[src/rtl/regfile_mp_sb.sv]
// regfile_mp_sb: parametrised multi-port integer register file with a
// per-register scoreboard. Issue logic reads operands and reserves
// destinations. Writeback writes results and clears the busy bits.
// Register 0 is hardwired to zero and is never marked busy.
module regfile_mp_sb #(
  parameter int XLEN   = 32,
  parameter int NREG   = 32,
  parameter int NRD    = 2,
  parameter int NWR    = 1,
  parameter int BYPASS = 1,
  localparam int AW    = $clog2(NREG)
) (
  input  logic                i_clk,
  input  logic                i_rstn,
  input  logic [NRD*AW-1:0]   i_rnum,
  output logic [NRD*XLEN-1:0] o_rd,
  output logic [NRD-1:0]      o_rbusy,
  input  logic [NWR-1:0]      i_wen,
  input  logic [NWR*AW-1:0]   i_wnum,
  input  logic [NWR*XLEN-1:0] i_wd,
  input  logic                i_resv_en,
  input  logic [AW-1:0]       i_resv_num,
  output logic [NREG-1:0]     o_busy_vec
);

  logic [NREG-1:0][XLEN-1:0] regs;
  logic [NREG-1:0]           busy_q;
  logic [NREG-1:0]           busy_d;

  // Register storage: ports are visited in ascending order, so the
  // highest-numbered port targeting an index lands last and wins.
  always_ff @(posedge i_clk or negedge i_rstn) begin
    if (!i_rstn) begin
      regs <= '0;
    end else begin
      for (int p = 0; p < NWR; p++) begin
        if (i_wen[p] && (i_wnum[p*AW +: AW] != '0)) begin
          regs[i_wnum[p*AW +: AW]] <= i_wd[p*XLEN +: XLEN];
        end
      end
    end
  end

  // Scoreboard next state: writeback clears, then reserve overrides so a
  // new producer stays pending; bit 0 is forced clear.
  always_comb begin
    busy_d = busy_q;
    for (int p = 0; p < NWR; p++) begin
      if (i_wen[p]) begin
        busy_d[i_wnum[p*AW +: AW]] = 1'b0;
      end
    end
    if (i_resv_en) begin
      busy_d[i_resv_num] = 1'b1;
    end
    busy_d[0] = 1'b0;
  end

  // Scoreboard register.
  always_ff @(posedge i_clk or negedge i_rstn) begin
    if (!i_rstn) begin
      busy_q <= '0;
    end else begin
      busy_q <= busy_d;
    end
  end

  assign o_busy_vec = busy_q;

  for (genvar k = 0; k < NRD; k++) begin : g_read
    logic [AW-1:0]   idx;
    logic [XLEN-1:0] data;
    logic            busy;

    assign idx = i_rnum[k*AW +: AW];

    // Combinational read: stored value, optionally overridden by a
    // same-cycle write (highest port wins), forced to zero for x0 and
    // while reset is asserted.
    always_comb begin
      data = regs[idx];
      busy = busy_q[idx];
      if (BYPASS != 0) begin
        for (int p = 0; p < NWR; p++) begin
          if (i_wen[p] && (i_wnum[p*AW +: AW] == idx)) begin
            data = i_wd[p*XLEN +: XLEN];
            busy = 1'b0;
          end
        end
      end
      if ((idx == '0) || !i_rstn) begin
        data = '0;
        busy = 1'b0;
      end
    end

    assign o_rd[k*XLEN +: XLEN] = data;
    assign o_rbusy[k]           = busy;
  end

endmodule

[config.mk]
export PLATFORM = sky130hd
export DESIGN_NAME = regfile_mp_sb
export DESIGN_NICKNAME = d
export VERILOG_FILES = /design/src/rtl/regfile_mp_sb.sv
export SDC_FILE = /design/constraint.sdc
export NUM_CORES = 2
export LEC_CHECK = 0
export CORE_UTILIZATION = 28
export DETAILED_ROUTE_END_ITERATION = 8
export PLACE_DENSITY = 0.43
export SYNTH_ARGS = -nofsm -noshare
export SYNTH_HDL_FRONTEND = slang
export SYNTH_SLANG_ARGS = --single-unit
[constraint.sdc]
create_clock -name i_clk -period 3.25 [get_ports i_clk]
set_input_delay 0.4875 -clock i_clk [delete_from_list [all_inputs] [get_ports i_clk]]
set_output_delay 0.4875 -clock i_clk [all_outputs]
set_load 0.02 [all_outputs]
Word level (Yosys, flattened, before mapping)
Cells that the tools add are included. Widths: inputs -> output; s select.

Flip-flop bits (word level): 1055.

Order comparisons: 6. Equal/unequal tests: 2. Mux-type cells: 25. Bitwise gates (word level): 3. Reductions and logical operators: 11.

Operators by type and width (number): $bwmux 1024 (1); $bmux 32 s5 (2); $mux 32 (9); $demux 32 s5 (1); $and 32x32->32 (1); $not 32->32 (1); $or 32x32->32 (1); $lt 5x6->1 const B (4); $bmux 1 s5 (2); $demux 1 s5 (2); $eq 5x5->1 (2); $ge 5x1->1 const B (2); $logic_not 5->1 (2); $mux 1 (8); $logic_and 1x1->1 (5); $reduce_bool 5->1 (1); $logic_or 1x1->1 (2); $logic_not 1->1 (1).

Longest topological paths before layout
Word-level depth: 9. Gate-level depth with buffers: 10. Mapped depth without buffers: 5.

Worst setup path before layout
Ideal clock, no wire load.

Kind: input -> output. From: input i_rnum[6]. To: output o_rd[44]. Arrival: 2.131 ns. Required time: 2.762 ns. Path slack: 0.631 ns. Stages on the path: 8. Cell sequence: buf_4 > buf_4 > buf_2 > clkbuf_1 > mux4_2 > a22oi_1 > nand3_1 > a22o_1.

Word-level cells in the longest chain between the ends: 4. Elaborated cells on any way between the ends: 8. Those cells by class: eq/ne: 1; mux: 4; reduce/logical: 3.

RTL lines: from (decl) (line 15) `input logic [NRD*AW-1:0] i_rnum,`; $bmux 32 s5 or $eq 5x5->1 (tied branches) (line 81, 85); $mux 32 (implied by the code) or $logic_and 1x1->1 (tied branches) (line 81, 85); $mux 32 (line 85) `if (i_wen[p] && (i_wnum[p*AW +: AW] == idx)) begin`; $mux 32 * (line 91) `if ((idx == '0) || !i_rstn) begin`; to (decl) (line 16) `output logic [NRD*XLEN-1:0] o_rd,`.

Mark *: on every way between the ends. The rest lies on a longest branch, timed or not. The select of a mux whose other input is x is not followed.

Final worst setup path
From: input i_rstn. To: output o_rd[12].

Word-level cells in the longest chain between the ends: 3.

RTL lines: from (decl) (line 14) `input logic i_rstn,`; $logic_not 1->1 (line 91); $logic_or 1x1->1 (line 91); $mux 32 (line 91).

Every way passes these cells.

==> impl_metrics.csv <==
group,metric,value,unit
finish,final_cells,6908,
hold_path,holdCritPathClass,"in2async",
worst_setup_path,critPathSlowestCell,"dlygate4sd3_1",
routing,vias,37900,
synthesis,synthDistinctLibCells,54,
finish,design_area,0.0704,mm2
cts,clk_pin_slew,0.06,ns
synthesis,synthSimpleGateAreaFrac,2.14,%
synthesis,synth_fa_ha_area_share,0,%
floorplan,coreArea,0.200,mm2
grt,grt_pass1_wl,322000,um
synthesis,ys_warn_count,0,
finish,syn_to_final_growth,24.1,%
routing,via_per_inst,5.49,
sta,setup_slack,0.0180,ns
grt,antenna_found_initial,20,
worst_setup_path,r2r_slack,2.34,ns
cts,clock_sinks,1055,
cts,cts_buffer_depth,3,
worst_setup_path,path_cells,"dlygate4sd3_1, buf_8, o31ai_2, buf_4, a31oi_4, buf_12, buf_12, buf_12, a32o_2, buf_4",
finish,multi_input_area,0.0287,mm2
routing,first_pass_iters,5,
sta,finalCritPeriodShare,99.4,%
worst_setup_path,end_kind,"output port",
synthesis,synthMuxAreaShare,42.1,%
routing,wl_per_cell,32.9,um
finish,final_common_cell,"dfrtp_1",
finish,seqCellArea,0.0264,mm2
finish,utilization,35.1,%
sta,skew,0,ns
pwr,finalPower,41.7,mW
finish,fillerInstances,19300,
synthesis,yosys.area.top_type,"dfrtp_1",
sta,period_minus_slack,3.23,ns
sta,setup_viol,0,
worst_setup_path,cp_max_fo,10,
synthesis,yosys-top-cells-area,"dfrtp_1 47%, mux2_2 20%, mux4_2 19%, mux2i_1 2.3%, clkbuf_1 1.3%",
sta,tightest_slew,1.09,ns
worst_setup_path,crit_path_start_kind,"primary input",
run,cap_violations,0,
routing,drt_iter0_drc,3002,
synthesis,syn_area,0.0567,mm2
pwr,power_density,593,mW/mm2
sta,holdWs,0.204,ns
sta,finalSetupTns,0,ns
cts,tritoncts,"yes",
finish,layout_common_cells,"1055 x dfrtp_1, 1002 x mux2_2, 469 x mux4_2",
floorplan,die_w,452,um
routing,antenna_left,0,
floorplan,dieArea,0.204,mm2
cts,clkLatencyLatePin,0.77,ns
synthesis,synth_area_per_cell,15.0,um2
place,gp_congestion,0.809,
floorplan,initial_core_util,28.3,%
cts,h-tree-depth,4,
synthesis,synth_ff_type,"dfrtp_1",
sta,slew_headroom,27.0,%
synthesis,yosys.area_share.xor_xnor,0.154,%
worst_setup_path,crit_type,"in2out",
grt,grt.overflow.total,0,
outcome,outcome,"finished, final reports clean",
synthesis,synth_top_family_by_area,"multiplexers",
worst_setup_path,crit_top_cell,"buf_12",
routing,post-route-drc-count,0,
synthesis,syn_inst,3780,
sta,fmax,309,MHz
pwr,ir_drop,480,uV
place,place_area,0.0654,mm2
sta,drv_slew,0,
cts,cts-buffers-inserted,132,
grt,grt_usage,22.3,%
routing,wl,227000,um
cts,cts-root-buf,"clkbuf_16",
worst_setup_path,slowest_delay,0.61,ns
sta,rsz0062_at_grt,"true",
place,numPortBuffers,152,
synthesis,synth_compound_area_share,5.07,%
floorplan,boundaryPins,154,
floorplan,die_h,452,um
synthesis,syn_nets,3836,
place,dp.cells,6632,
worst_setup_path,cp_data_arrival_time,2.74,ns
place,pre_cts_ws,-0.567,ns
grt,grt_pass1_vias,39600,
place,dp_hpwl,149000,um
finish,fin_nets,4195,
grt,grt_max_degree,169,
synthesis,async_reset_ff_share,100,%
synthesis,synth_top_area_share,46.6,%
worst_setup_path,crit_required,2.76,ns
synthesis,ys_seq_elements,1055,
finish,layout-drive-gt1-share,56.4,%
synthesis,synth_edf_count,0,
floorplan,rows,164,
sta,hold_viol_final,0,
synthesis,yosysSeqAreaShare,46.6,%
pwr,p_leak,30.2,nW
routing by layer:
layer	wire length [um]	up-vias	global-route usage (%)
met5	0	-	0
met4	6880	0	6.98
met3	9830	283	3.24
met2	112000	1045	37.1
met1	98400	21100	29.7
li1	-	15500	-
Yosys cell counts (9+ instances only):
master,instances
dfrtp_1,1055
mux2_2,1003
mux4_2,466
clkbuf_1,198
mux2i_1,129
buf_2,102
nand2_1,88
a211oi_1,84
buf_4,69
a22oi_1,62
o22ai_1,61
buf_1,46
a22o_1,45
nand3_1,42
a21oi_1,36
nor2b_1,35
a32o_1,33
o21ai_0,33
a31oi_1,28
mux4_1,26
nor2_1,23
buf_6,21
nand3b_1,11
nor3b_1,9
state kept, by name (all words and copies together), names as in the netlist:
register,cells
regs,1024
o_busy_vec,31
critical path: cells and delay by family:
family | cells | cell delay (ns)
compound gates | 3 | 0.57
buf+inv | 7 | 1.61
area by class of cell:
class / instances / area share (%)
repair buffers: 667 / 10.8
clock inverters: 41 / 0.580
clock buffers: 195 / 5.59
diodes: 11 / 0.0391
well taps: 2656 / 4.72
flip-flops and latches: 1055 / 37.5
multi-input cells: 2283 / 40.7
report_power, final:
part / switching (mW) / internal, mW / total, mW
Sequential: 1.88 / 15.7 / 17.5
Combinational: 3.81 / 5.41 / 9.22
Clock: 6.16 / 8.79 / 14.9
worst paths after layout:
check	startpoint	endpoint	depth (start not counted)
max reg2reg	regs[63]$_DFFE_PN0P_	regs[63]$_DFFE_PN0P_	2
min	i_rstn	regs[533]$_DFFE_PN0P_	2
max in group asynchronous	i_rstn	regs[967]$_DFFE_PN0P_	5
min in group i_clk	regs[28]$_DFFE_PN0P_	regs[28]$_DFFE_PN0P_	0
max	i_rstn	o_rd[12]	10
min reg2reg	regs[28]$_DFFE_PN0P_	regs[28]$_DFFE_PN0P_	0
what timing repair did:
| action | CTS | global route |
|---|---|---|
| resized for setup | 176 | 44 |
| buffers inserted | 25 | 4 |
| cloned | 4 | 0 |
| hold buffers | 1 | 0 |
| setup endpoints to repair | 65 | 41 |
| pin swaps | 26 | 15 |
| hold endpoints to repair | 155 | 0 |
cell families after synthesis:
family / count (synthesis)
DFF: 1055
xor gates and xnor gates: 10
AOI/OAI and AO/OA: 398
and+or+nand+nor: 241
muxes: 1632
other: 1
buffers and inverters: 443
(Power assumes the default switching activity.)
